--- src/rtl/sram_test_reporter.sv ---
// sram_test_reporter: snapshots the SRAM tester status on every done/fail edge
// and sends one ASCII status line per event over an 8N1 UART.
module sram_test_reporter #(
    parameter int DATA_BITS    = 16,
    parameter int CLKS_PER_BIT = 104
) (
    input  logic                 clk,
    input  logic                 reset,
    input  logic                 test_done,
    input  logic                 test_pass,
    input  logic [2:0]           test_state,
    input  logic [2:0]           pattern_state,
    input  logic [DATA_BITS-1:0] prev_read_data,
    input  logic [DATA_BITS-1:0] prev_expected_data,
    output logic                 uart_tx,
    output logic                 busy,
    output logic                 report_done
);
    localparam int NIB     = DATA_BITS / 4;
    localparam int MSG_MAX = 16 + DATA_BITS / 2;
    localparam int IDX_W   = $clog2(MSG_MAX + 1);
    localparam int CW      = $clog2(CLKS_PER_BIT);

    typedef enum logic [2:0] {IDLE, START, DATA, STOP, DONE} state_t;

    state_t                state_q, state_d;
    logic                  done_q, done_d, pass_q, pass_d;
    logic                  pending_q, pending_d;
    logic                  tx_q, tx_d;
    logic                  report_done_q, report_done_d;
    logic [CW-1:0]         clk_cnt_q, clk_cnt_d;
    logic [2:0]            bit_cnt_q, bit_cnt_d;
    logic [IDX_W-1:0]      char_idx_q, char_idx_d;
    logic                  snap_pass_q, snap_pass_d;
    logic [2:0]            snap_tstate_q, snap_tstate_d;
    logic [2:0]            snap_pstate_q, snap_pstate_d;
    logic [DATA_BITS-1:0]  snap_read_q, snap_read_d;
    logic [DATA_BITS-1:0]  snap_exp_q, snap_exp_d;

    logic                  report_event;
    logic                  bit_end;
    logic [IDX_W-1:0]      msg_last;
    logic [7:0]            cur_char;
    logic [DATA_BITS-1:0]  data_sh;
    int                    idx;

    function automatic logic [7:0] hex_char(input logic [3:0] n);
        return (n < 4'd10) ? 8'h30 + {4'h0, n} : 8'h37 + {4'h0, n};
    endfunction

    assign report_event = (test_done & ~done_q) | (~test_pass & pass_q);
    assign bit_end      = (clk_cnt_q == CW'(CLKS_PER_BIT - 1));
    assign msg_last     = snap_pass_q ? IDX_W'(5) : IDX_W'(MSG_MAX - 1);

    // Character generator driven entirely from the snapshot
    always_comb begin
        cur_char = 8'h20;
        data_sh  = '0;
        idx      = int'(char_idx_q);
        if (snap_pass_q) begin
            case (idx)
                0:       cur_char = 8'h50;
                1:       cur_char = 8'h41;
                2, 3:    cur_char = 8'h53;
                4:       cur_char = 8'h0D;
                default: cur_char = 8'h0A;
            endcase
        end else if (idx < 12) begin
            case (idx)
                0:       cur_char = 8'h46;
                1:       cur_char = 8'h41;
                2:       cur_char = 8'h49;
                3:       cur_char = 8'h4C;
                5:       cur_char = 8'h73;
                6:       cur_char = 8'h30 + {5'b0, snap_tstate_q};
                8:       cur_char = 8'h70;
                9:       cur_char = 8'h30 + {5'b0, snap_pstate_q};
                11:      cur_char = 8'h72;
                default: cur_char = 8'h20;
            endcase
        end else if (idx < 12 + NIB) begin
            data_sh  = snap_read_q >> (4 * (NIB - 1 - (idx - 12)));
            cur_char = hex_char(data_sh[3:0]);
        end else if (idx == 12 + NIB) begin
            cur_char = 8'h20;
        end else if (idx == 13 + NIB) begin
            cur_char = 8'h65;
        end else if (idx < 14 + 2 * NIB) begin
            data_sh  = snap_exp_q >> (4 * (NIB - 1 - (idx - 14 - NIB)));
            cur_char = hex_char(data_sh[3:0]);
        end else if (idx == 14 + 2 * NIB) begin
            cur_char = 8'h0D;
        end else begin
            cur_char = 8'h0A;
        end
    end

    // tx is registered from the current state, so the line lags the FSM by one cycle
    always_comb begin
        state_d       = state_q;
        done_d        = test_done;
        pass_d        = test_pass;
        pending_d     = pending_q;
        tx_d          = 1'b1;
        report_done_d = (state_q == DONE);
        clk_cnt_d     = clk_cnt_q;
        bit_cnt_d     = bit_cnt_q;
        char_idx_d    = char_idx_q;
        snap_pass_d   = snap_pass_q;
        snap_tstate_d = snap_tstate_q;
        snap_pstate_d = snap_pstate_q;
        snap_read_d   = snap_read_q;
        snap_exp_d    = snap_exp_q;

        if (state_q != IDLE) begin
            clk_cnt_d = bit_end ? '0 : clk_cnt_q + 1'b1;
            if (report_event) pending_d = 1'b1;
        end

        case (state_q)
            IDLE: begin
                if (report_event || pending_q) begin
                    pending_d     = 1'b0;
                    state_d       = START;
                    clk_cnt_d     = '0;
                    char_idx_d    = '0;
                    snap_pass_d   = test_pass;
                    snap_tstate_d = test_state;
                    snap_pstate_d = pattern_state;
                    snap_read_d   = prev_read_data;
                    snap_exp_d    = prev_expected_data;
                end
            end
            START: begin
                tx_d = 1'b0;
                if (bit_end) begin
                    state_d   = DATA;
                    bit_cnt_d = '0;
                end
            end
            DATA: begin
                tx_d = cur_char[bit_cnt_q];
                if (bit_end) begin
                    if (bit_cnt_q == 3'd7) state_d = STOP;
                    else bit_cnt_d = bit_cnt_q + 3'd1;
                end
            end
            STOP: begin
                if (bit_end) begin
                    if (char_idx_q == msg_last) begin
                        state_d = DONE;
                    end else begin
                        char_idx_d = char_idx_q + 1'b1;
                        state_d    = START;
                    end
                end
            end
            DONE: state_d = IDLE;
            default: state_d = IDLE;
        endcase
    end

    always_ff @(posedge clk or negedge reset) begin
        if (!reset) begin
            state_q       <= IDLE;
            done_q        <= 1'b0;
            pass_q        <= 1'b1;
            pending_q     <= 1'b0;
            tx_q          <= 1'b1;
            report_done_q <= 1'b0;
            clk_cnt_q     <= '0;
            bit_cnt_q     <= '0;
            char_idx_q    <= '0;
            snap_pass_q   <= 1'b1;
            snap_tstate_q <= '0;
            snap_pstate_q <= '0;
            snap_read_q   <= '0;
            snap_exp_q    <= '0;
        end else begin
            state_q       <= state_d;
            done_q        <= done_d;
            pass_q        <= pass_d;
            pending_q     <= pending_d;
            tx_q          <= tx_d;
            report_done_q <= report_done_d;
            clk_cnt_q     <= clk_cnt_d;
            bit_cnt_q     <= bit_cnt_d;
            char_idx_q    <= char_idx_d;
            snap_pass_q   <= snap_pass_d;
            snap_tstate_q <= snap_tstate_d;
            snap_pstate_q <= snap_pstate_d;
            snap_read_q   <= snap_read_d;
            snap_exp_q    <= snap_exp_d;
        end
    end

    assign uart_tx     = tx_q;
    assign busy        = (state_q != IDLE);
    assign report_done = report_done_q;
endmodule

--- config.mk ---
export PLATFORM = sky130hd
export DESIGN_NAME = sram_test_reporter
export DESIGN_NICKNAME = d
export VERILOG_FILES = /design/src/rtl/sram_test_reporter.sv
export SDC_FILE = /design/constraint.sdc
export NUM_CORES = 1
export LEC_CHECK = 0
export CAP_MARGIN = 40
export CORE_ASPECT_RATIO = 0.75
export CORE_MARGIN = 1
export CORE_UTILIZATION = 35
export DETAILED_ROUTE_END_ITERATION = 8
export PLACE_DENSITY = 0.65
export SYNTH_ARGS = -nofsm -noshare
export SYNTH_HDL_FRONTEND = slang
export SYNTH_SLANG_ARGS = --single-unit
export TNS_END_PERCENT = 5
--- constraint.sdc ---
create_clock -name clk -period 8.4 [get_ports clk]
set_input_delay 2.1 -clock clk [delete_from_list [all_inputs] [get_ports clk]]
set_output_delay 2.1 -clock clk [all_outputs]
set_load 0.01 [all_outputs]
==> results of run 1 <==
[layer usage]
| metal | wire [um] | vias up | GRT usage (%) |
|---|---|---|---|
| met5 | 0 | - | 0 |
| met4 | 91 | 0 | 4.217 |
| met3 | 607 | 9 | 4.433 |
| met2 | 3864 | 109 | 24.12 |
| met1 | 4491 | 1439 | 24.96 |
| li1 | - | 1439 | - |
[worst max-delay path, cell delays in order, from the launching register on]
cell and delay (ns):
dfrtp_1 0.50, nor3_2 0.39, clkinv_1 0.35, clkdlybuf4s50_1 0.57
[cell type report]
class	count	area [um^2]
fillers	994	5804
multi-input cells	275	2140
flip-flops and latches	62	1555
repair buffers	46	470.5
clock buffers	10	239.0
well taps	136	170.2
clock inverters	6	70.07
inverters	11	41.29
[path summary, 6_finish.rpt]
check,start,to,slack [ns],cells past startpoint
setup / recovery,state_q[1]$_DFFE_PN0P_,busy,4.16,3
hold / removal,clk_cnt_q[5]$_DFF_PN0_,clk_cnt_q[5]$_DFF_PN0_,0.50,1
setup reg to reg,char_idx_q[4]$_DFFE_PN0P_,uart_tx$_DFF_PN1_,4.77,11
hold reg to reg,clk_cnt_q[5]$_DFF_PN0_,clk_cnt_q[5]$_DFF_PN0_,0.50,1
max in group asynchronous,reset,snap_pstate_q[1]$_DFFE_PN0P_,5.93,2
min in group asynchronous,reset,clk_cnt_q[5]$_DFF_PN0_,1.94,2
[cell families (layout without fill, tap and decap cells)]
kind of cell / count (synthesis) / after routing / synth area share (%)
compound gates: 88 / 88 / 15.24
xor+xnor: 6 / 6 / 1.361
fa+ha+maj: 16 / 16 / 5.186
buf+inv: 32 / 73 / 4.408
flops: 62 / 62 / 40.29
mux: 49 / 49 / 16.95
simple gates: 116 / 116 / 16.56
[power breakdown]
part | switching, mW | internal (mW)
clock | 0.143 | 0.239
sequential | 0.0776 | 0.414
combinational | 0.168 | 0.212
[registers in the layout, summed over array words and instances (netlist names), 3 cells and up]
signal / cells
snap_exp_q: 16
state_q: 3
bit_cnt_q: 3
snap_pstate_q: 3
snap_tstate_q: 3
snap_read_q: 16
clk_cnt_q: 7
char_idx_q: 5
[cells in the final DEF, fill, tap and decap left out, types with 3 or more instances in the layout]
cell             count
clkinvlp_4           3
nor3b_1              5
nand3_1             12
xnor2_1              4
clkbuf_16            9
clkdlybuf4s50_1     43
o211ai_1             6
mux2_2              39
and3b_1              3
a21oi_1              9
or3_1                3
mux4_2               4
a21o_1               6
nor2_1              22
a32oi_1              3
ha_1                16
nand4_1              3
dfrtp_1             59
nor3_1               7
mux4_1               4
nor2b_1              8
nand3b_1             4
a31oi_1              7
nand2b_1             6
dfstp_2              3
inv_1               10
a211oi_1             4
o21ai_0             33
nand2_1             25
==> results.txt, run 1 <==
Final Total Pwr -> 1.254 mW
area leader, netlist -> dfrtp_1
Lkg Pwr -> 1.872 nW
HP Class -> reg2reg
initial antenna violation count -> 0
vias -> 2996
# resized after CTS -> 0
Main synth FF type -> dfrtp_1
root buffer cell -> clkbuf_16
Die W -> 123.3 um
Gate Count Post-Synth -> 369
Distinct cells, synth -> 65
syn_area_per_cell -> 10.46 um^2
initial drt markers -> 177
Pwr per Cell Area -> 267.6 mW/mm^2
synthesized flop and latch total -> 62
peak supply drop -> 160.8 uV
crit share post-route -> 50.42%
I/O pins -> 45
measured slew at the worst slew-check pin -> 0.8013 ns
max-capacitance violation count -> 0
final-stage net count -> 463
Post-synth EDFFs -> 0
Critical Path RT -> 6.30 ns
# diodes -> 0
Sink Count -> 62
sequential area share after synthesis -> 40.29%
most common cell in the netlist -> dfrtp_1
layout cell share with drive strength beyond 1 -> 19.02%
DP Area -> 0.004377 mm^2
Starting Density -> 36.80%
Avg WL per Cell -> 16.58 um
Worst-path clk slew -> 0.06 ns
dpl cells -> 530
Worst setup SP type -> flip-flop
clk_lat worst skew -> 0.33 ns
total CTS buffers -> 9
gpl congestion -> 0.9319
syn_nets -> 427
gr ovfl total -> 0
outcome -> completed
Critical Setup Path Class -> reg2out
Synth top area share -> 38.25%
Final HPWL DP -> 6.461 mm
Finished Layout Cells -> 546
Die Height -> 92.95 um
worst hold margin -> 0.4977 ns
P&R area growth vs syn -> 21.39%
via/cell ratio -> 5.487
# setup viols final -> 0
Die ar. -> 0.01146 mm^2
I/O Buffers -> 44
Ys Warns -> 0
DRT Wirelength -> 9.055 mm
Design Area, Final -> 0.004686 mm^2
RSZ-0062 raised after global routing -> false
crit-path max FO -> 10
dpl ws -> 4.204 ns
DR pass1 iterations -> 5
hold_buf cts -> 0
vias in the first global route -> 2847
CP Data Arrival Time -> 2.14 ns
antenna viol nets, final -> 0
Synth area leaders -> dfrtp_1, mux2_2, ha_1
global-route wire length before repair -> 14.81 mm
clk buf depth -> 2
clock skew -> 0.01029 ns
Pins Over Slew Limit -> 0
Final WS setup -> 4.165 ns
post-route setup TNS -> 0 ns
Setup Fix Bufs, Post-CTS -> 0
final hold violations -> 0
cell area after synthesis -> 0.003860 mm^2
CTS tree -> done
detailed-route DRC error count -> 0
Final min period -> 4.235 ns
fmax -> 0.2361 GHz
Post-synth ARST share -> 100.0%
total core area -> 0.01049 mm^2
CP Capture Type -> primary output
Post-synth top cells -> dfrtp_1, mux2_2, o21ai_0, nand2_1, nor2_1
gr usage total -> 16.89%
slew margin rel. -> 46.58%
Util after Layout -> 44.67%
largest net degree at the start of global routing -> 63
CTS HTree Levels -> 3
# rows -> 32
(Power assumes the default switching activity.)
==> run 2: changes to the inputs <==
Clock period 8.4 ns to 4 ns, I/O delays scaled along.
==> run 2 against run 1 <==
Combinational power is 110% higher. Worst hold slack worse by 0.0029 ns. Power is 110% higher. Sequential power is 110% higher. First-iteration DRC count is 25% higher. Worst setup slack worse by 3.3 ns. Register-to-register slack worse by 3.8 ns. Die area stayed put. Cell count is 0.73% higher. Critical path depth stayed put. Flip-flop and latch count stayed put.
==> results.txt, run 2 (synthesis results as in run 1) <==
outcome -> completed
clock skew -> 0.005243 ns
HP Class -> reg2reg
Die W -> 123.3 um
peak supply drop -> 339.7 uV
# rows -> 32
DR pass1 iterations -> 5
antenna viol nets, final -> 0
Die ar. -> 0.01146 mm^2
CTS tree -> done
power share of the combinational group -> 29.3%
I/O pins -> 45
worst reg-to-reg setup slack -> 0.97 ns
Final HPWL DP -> 6.596 mm
largest registers -> snap_exp_q (16), snap_read_q (16), clk_cnt_q (7)
Final min period -> 3.131 ns
R2R depth -> 12
# diodes -> 0
reg2reg end -> uart_tx$_DFF_PN1_
CP Data Arrival Time -> 2.13 ns
vias -> 3026
max-capacitance violation count -> 0
Critical Path RT -> 3.00 ns
Critical Setup Path Class -> reg2out
total core area -> 0.01049 mm^2
Net Sw Frac -> 30.71%
RSZ-0062 raised after global routing -> false
worst hold margin -> 0.4948 ns
gpl congestion -> 0.9314
Multi-input gate area -> 0.002140 mm^2
commonest non-fill, non-tap cell in the layout -> dfrtp_1
filler cell count -> 987
sequential group share of total power -> 38.2%
Worst-path clk slew -> 0.06 ns
initial antenna violation count -> 0
DRT Wirelength -> 9.147 mm
slew margin rel. -> 49.09%
largest net degree at the start of global routing -> 44
measured slew at the worst slew-check pin -> 0.7636 ns
final hold violations -> 0
Die Height -> 92.95 um
post-route setup TNS -> 0 ns
Clock power frac -> 32.4%
Setup Fix Bufs, Post-CTS -> 0
vias in the first global route -> 2855
P&R area growth vs syn -> 22.20%
Pins Over Slew Limit -> 0
final-stage net count -> 467
hold_buf cts -> 0
# resized after CTS -> 0
crit path from -> state_q[1]$_DFFE_PN0P_
Lkg Pwr -> 1.902 nW
CP Capture Type -> primary output
root buffer cell -> clkbuf_16
Worst setup SP type -> flip-flop
r2r startpoint -> char_idx_q[3]$_DFFE_PN0P_
Starting Density -> 36.80%
clk buf depth -> 2
# setup viols final -> 0
gr usage total -> 17.20%
Util after Layout -> 44.97%
global-route wire length before repair -> 14.95 mm
initial drt markers -> 221
Int Pwr -> 1.850 mW
gr ovfl total -> 0
switching power -> 0.8203 mW
via/cell ratio -> 5.502
crit-path max FO -> 10
layout cell share with drive strength beyond 1 -> 19.81%
detailed-route DRC error count -> 0
CTS HTree Levels -> 3
Pwr per Cell Area -> 566.2 mW/mm^2
Sink Count -> 62
crit share post-route -> 78.27%
I/O Buffers -> 44
clk_lat worst skew -> 0.33 ns
most frequent cells in the layout -> dfrtp_1, clkdlybuf4s50_1, mux2_2
fmax -> 0.3194 GHz
Reg area -> 0.001555 mm^2
crit path to -> busy
Avg WL per Cell -> 16.63 um
total CTS buffers -> 9
Final Total Pwr -> 2.671 mW
run 2: cell type report:
| type | instances | area share, % |
|---|---|---|
| Inverter | 11 | 0.8753 |
| Timing Repair Buffer | 50 | 10.19 |
| Sequential cell | 62 | 32.97 |
| Clock buffer | 9 | 4.775 |
| Multi-Input combinational cell | 275 | 45.36 |
| Clock inverter | 7 | 2.228 |
| Tap cell | 136 | 3.607 |
run 2: worst min path at each step:
| stage | cells after the start | to | start |
|---|---|---|---|
| 3_3_place_gp | 1 | snap_read_q[9]$_DFFE_PN0P_ | snap_read_q[9]$_DFFE_PN0P_ |
| 6_report | 1 | clk_cnt_q[5]$_DFF_PN0_ | clk_cnt_q[5]$_DFF_PN0_ |
| 2_1_floorplan | 1 | clk_cnt_q[5]$_DFF_PN0_ | clk_cnt_q[5]$_DFF_PN0_ |
| 4_1_cts | 1 | clk_cnt_q[5]$_DFF_PN0_ | clk_cnt_q[5]$_DFF_PN0_ |
| 3_5_place_dp | 1 | clk_cnt_q[5]$_DFF_PN0_ | clk_cnt_q[5]$_DFF_PN0_ |
| 5_1_grt | 1 | clk_cnt_q[5]$_DFF_PN0_ | clk_cnt_q[5]$_DFF_PN0_ |
run 2: power groups by stage:
stage | sequential (mW) | clock (mW) | combinational (mW)
2_1_floorplan | 0.954 | 0 | 0.624
3_3_place_gp | 1.02 | 0 | 0.766
3_5_place_dp | 1.03 | 0 | 0.786
4_1_cts | 1.02 | 0.881 | 0.788
5_1_grt | 1.05 | 0.908 | 0.856
6_report | 1.02 | 0.867 | 0.783
run 2: metal layers:
layer,up-vias,GRT usage (%),part of all wire (%)
li1,1450,-,-
met1,1466,26.48,52
met2,97,23.09,41
met3,13,4.310,5.7
met4,0,5.120,1.7
met5,-,0,0
run 2: worst max-delay path, cell delays in order, from the launching register on:
cell             delay (ns)
dfrtp_1                0.49
nor3_2                 0.37
clkinv_1               0.36
clkdlybuf4s50_1        0.58
run 2: through the flow:
step	cell area (um^2)	std cells	setup slack, ns
6_report	4717	550	0.8692
2_1_floorplan	3860	369	1.301
3_3_place_gp	4387	534	0.9180
5_1_grt	4717	550	0.7267
4_1_cts	4717	550	0.8424
3_5_place_dp	4387	534	0.8945
==> variant 1 (flow settings as in run 2) <==
Change the parameter `DATA_BITS` from 16 to 8.
--- a/src/rtl/sram_test_reporter.sv
+++ b/src/rtl/sram_test_reporter.sv
@@ -1,7 +1,7 @@
 // sram_test_reporter: snapshots the SRAM tester status on every done/fail edge
 // and sends one ASCII status line per event over an 8N1 UART.
 module sram_test_reporter #(
-    parameter int DATA_BITS    = 16,
+    parameter int DATA_BITS    = 8,
     parameter int CLKS_PER_BIT = 104
 ) (
     input  logic                 clk,
Ports: changed (resized prev_expected_data and prev_read_data); port bits go from 45 to 29. The function was not compared with the original's and may differ.
==> variant 1 against run 2 <==
Non-clock buffer count down 15. Routed wire length down 15%. Area after synthesis down 15%. Setup slack worse by 0.59 ns. Critical path depth up 12. Clock power down 46%. Power down 36%. Sequential cell count down 16. Final area down 18%. Highest routed layer unchanged.
==> variant 1: results (changes against run 2) <==
run status=finished clean; Synth top cells by count=dfrtp_1 (43), o21ai_0 (31), mux2_2 (29), nand2_1 (28); IO Port Bufs=28 (-36%); layout cells sized above 1=0.1504 (-0.04767); Leak=1.507 nW (-21%); Max VDD drop=0.2193 mV (-35%); Clock Latency Late Sink=0.28 ns (-0.05 ns); drt initial violations=207 (-6.3%); RR Startpoint=char_idx_q[2]$_DFFE_PN0P_; DR WL met2=3.230 mm (-14%); vias in the first global route=2628 (-8.0%); non-clk buf share=0.08825 (-0.01360); met3 WL=390 um (-26%); Plain + repair buffers=35 (-30%); GRT Total Usage=0.1696 (-0.002349); library cells used by synthesis=57 (-12%); DRT Wirelength=7.815 mm (-15%); met1 global-route usage=0.2626 (-0.002202); post-synthesis sequential area ratio=0.3528 (-0.05009); peak fanout along the critical path=6 (-4); first-pass GRT wire length=13.10 mm (-12%); multi-input combinational area share=0.5120 (+0.05842); top flop regs=snap_exp_q (8), snap_read_q (8), clk_cnt_q (7); clkbuf count=7 (-2); wl on met1=4.101 mm (-13%); register area=0.001155 sq mm (-26%)
## variant 1: through the flow
stage | cells | utilization | setup slack (ns) | hold slack, ns | cell area [sq um]
CTS | 507 | 0.4263 | 0.2833 | 0.4851 | 3856
detailed placement | 499 | 0.4083 | 0.3000 | 0.4742 | 3694
global placement | 498 | 0.4061 | 0.4144 | 0.4718 | 3674
floorplan | 356 | - | 0.1504 | 0.4429 | 3273
finish | 507 | 0.4263 | 0.2749 | 0.4933 | 3856
global route | 507 | 0.4263 | 0.05854 | 0.5086 | 3856
## variant 1: critical path, cell delays in order (launching register included)
cell       delay, ns
dfrtp_1         0.38
ha_1            0.25
ha_1            0.31
or3b_1          0.37
or3b_1          0.40
a21oi_2         0.23
or2_2           0.20
nand2_1         0.07
ha_1            0.24
nand2_1         0.10
nor3b_1         0.05
a211oi_1        0.21
a31oi_1         0.07
a31o_2          0.27
a2111oi_1       0.38
a311oi_1        0.09
## variant 1: worst paths after layout
kind | endpoint | slack, ns | cells after the start
worst max-delay path | uart_tx$_DFF_PN1_ | 0.27 | 15
worst min-delay path | clk_cnt_q[5]$_DFF_PN0_ | 0.49 | 1
worst max register to register | uart_tx$_DFF_PN1_ | 0.27 | 15
worst min register to register | clk_cnt_q[5]$_DFF_PN0_ | 0.49 | 1
max in group asynchronous | snap_pass_q$_DFFE_PN1P_ | 2.80 | 2
min in group asynchronous | report_done$_DFF_PN0_ | 0.64 | 1
## variant 1: cell families (layout without fill, tap and decap cells)
kind of cell	after synthesis	in the layout	synth area share
AO/OA/AOI/OAI	99	99	0.2034
XOR/XNOR	8	8	0.02141
adder cells (fa/ha/maj)	20	20	0.07645
buffers and inverters	37	60	0.04396
flip-flops	46	46	0.3528
multiplexers	34	34	0.1151
AND/OR/NAND/NOR	112	112	0.1869
==> variant 2 (settings of run 2) <==
Made on the original files. Encoding of `state_t`: now Gray code (3 bits for 5 states).
--- a/src/rtl/sram_test_reporter.sv
+++ b/src/rtl/sram_test_reporter.sv
@@ -21,7 +21,7 @@
     localparam int IDX_W   = $clog2(MSG_MAX + 1);
     localparam int CW      = $clog2(CLKS_PER_BIT);
 
-    typedef enum logic [2:0] {IDLE, START, DATA, STOP, DONE} state_t;
+    typedef enum logic [2:0] {IDLE = 3'b000, START = 3'b001, DATA = 3'b011, STOP = 3'b010, DONE = 3'b110} state_t;
 
     state_t                state_q, state_d;
     logic                  done_q, done_d, pass_q, pass_d;
Behaviour: same outputs for any inputs over 10 cycles, from zero or initial values and one cycle with reset low; not proved beyond that.
==> variant 2 against run 2 <==
Sequential cell count did not move. Largest cell class unchanged. Final area fell by 1.4%. Area after synthesis fell by 1.5%. Final cell count rose by 12%. Synthesized cell count rose by 20%. Count of clock-buffer cells in the layout rose by 1. Sequential share of layout area rose by 0.48 points. Setup slack got worse by 0.32 ns. Critical endpoint is now uart_tx$_DFF_PN1_. Register-to-register slack got worse by 0.42 ns. Routed wire length fell by 1.0%.
Power is not compared: it rests on default switching activity, and its combinational part moved more than twofold at a synthesized area within 25%.
==> variant 2: results (changes against run 2) <==
Crit-path slowest cell=nor4_1; Mapped Nets=499 (+17%); min-delay src=snap_read_q[5]$_DFFE_PN0P_; peak fanout along the critical path=10 (unchanged); CTS H-tree depth=3 (unchanged); vias=3246 (+7.3%); reg-to-reg slack, setup=0.55 ns (-0.42 ns); Hold Path End=snap_read_q[5]$_DFFE_PN0P_; Relative slew margins=0.5311 (+0.04024); post-synthesis sequential area ratio=0.4090 (+0.006099); GP Congestion=0.8588 (-7.8%); IO Port Bufs=44 (unchanged); Synth top cells by count=nand2_1 (134), dfrtp_1 (59), nor2_1 (27), o21ai_0 (25), clkbuf_1 (21); GRT Total Usage=0.1802 (+0.008200); Leak=2.085 nW; CP max stage delay=0.59 ns; layout cells sized above 1=0.09771 (-0.1004); first-pass GRT wire length=15.70 mm (+5.1%); Mapped Cells=441 (+20%); Clock Skew=0.007560 ns (+0.002317 ns); largest net degree at the start of global routing=42 (-4.5%); ANT cells=0 (unchanged); mux share of post-synthesis cell area=0.05594 (-0.1136); WHS Path Cells=2 (+1); FF-to-FF path depth=12 (unchanged); synthesized-area fraction occupied by adder cells=0.05265 (+0.0007850); drt pass-1 iters=5 (unchanged); initial antenna violation count=0 (unchanged); final net count=534 (+14%); synth top area cells=dfrtp_1 (39%), nand2_1 (13%), ha_1 (5.3%); Core ar.=0.01041 sq mm (-0.76%); Synth Area in Compound Gates=0.1728 (+0.02040); library cells used by synthesis=69 (+6.2%); DP HPWL=6.546 mm (-0.76%); Ys Warns=0 (unchanged); xor/xnor cell area share of the yosys netlist=0.01382 (+0.0002061); wire per inst=14.67 um (-12%); ys flop type=dfrtp_1; final cell count without fillers=617 (+12%); Worst EP arrival=3.70 ns (+1.57 ns); drt initial violations=252 (+14%); Top delay family on crit path=compound AO/OA/AOI/OAI gates; dpl cells=601 (+13%); run status=finished clean; vias in the first global route=3143 (+10%); fill cell count=1007 (+2.0%); total clock buffers created by CTS=9 (unchanged)
==> variant 2: cell count changes after synthesis, moves of 4 or more <==
cell             run 2  this run
a22o_1               0         5
buf_2                7         1
buf_4                4         0
clkbuf_1             7        21
mux2_2              39         2
mux4_1               4         0
mux4_2               4         8
nand2_1             25       134
nor2_1              22        27
o21ai_0             33        25
==> variant 2: per-stage QoR <==
| step | cell area (sq um) | power (W) | worst slack [ns] | hold WS, ns |
|---|---|---|---|---|
| CTS | 4649 | 0.001492 | 0.6119 | 0.4744 |
| floorplan | 3802 | 0.0006413 | 1.102 | 0.4403 |
| finish | 4649 | 0.001475 | 0.5466 | 0.4712 |
| global placement | 4340 | 0.0006943 | 0.6440 | 0.4550 |
| global route | 4649 | 0.001525 | 0.3384 | 0.4900 |
| detailed placement | 4340 | 0.0006946 | 0.6722 | 0.4609 |
==> variant 2: layout make-up <==
type	instances	share of cell area
Multi-Input combinational cell	339	0.4478
Sequential cell	62	0.3345
Timing Repair Buffer	50	0.1033
Clock buffer	10	0.05140
Tap cell	136	0.03660
Clock inverter	6	0.01507
Inverter	14	0.01130
==> variant 2: worst max path at each step <==
| stage | start | end | slack [ns] | depth (start not counted) |
|---|---|---|---|---|
| global route | char_idx_q[3]$_DFFE_PN0P_ | uart_tx$_DFF_PN1_ | 0.34 | 12 |
| global placement | char_idx_q[3]$_DFFE_PN0P_ | uart_tx$_DFF_PN1_ | 0.64 | 12 |
| CTS | state_q[1]$_DFFE_PN0P_ | busy | 0.61 | 3 |
| detailed placement | char_idx_q[3]$_DFFE_PN0P_ | uart_tx$_DFF_PN1_ | 0.67 | 12 |
| floorplan | char_idx_q[4]$_DFFE_PN0P_ | uart_tx$_DFF_PN1_ | 1.10 | 12 |
| finish | char_idx_q[3]$_DFFE_PN0P_ | uart_tx$_DFF_PN1_ | 0.55 | 12 |
==> variant 2: report_power, final <==
group,internal [W],switching (W),total (W)
registers,0.000629,0.000000272,0.000629
clock network,0.000502,0.000290,0.000792
logic,0.0000353,0.0000180,0.0000533
total,0.00117,0.000309,0.00147
==> variant 2: layer usage <==
metal | track usage | vias to the layer above | share of wire | wire length [um]
li1 | - | 1605 | - | -
met1 | 0.2714 | 1535 | 0.51 | 4605
met2 | 0.2556 | 100 | 0.42 | 3842
met3 | 0.04104 | 6 | 0.059 | 530
met4 | 0.04573 | 0 | 0.0082 | 74
met5 | 0 | - | 0 | 0
==> variant 2: kinds of logic (layout without fill, tap and decap cells) <==
family	Yosys count	count (layout)
compound gates	92	92
xor+xnor	6	6
fa+ha+maj	16	16
buf+inv	40	80
flops	62	62
mux	11	11
simple gates	214	214
==> variant 2: tightest hold or removal path: cells and delay by family (launching register included) <==
kind          cells  cell delay [ns]
flops             1             0.34
simple gates      2             0.10
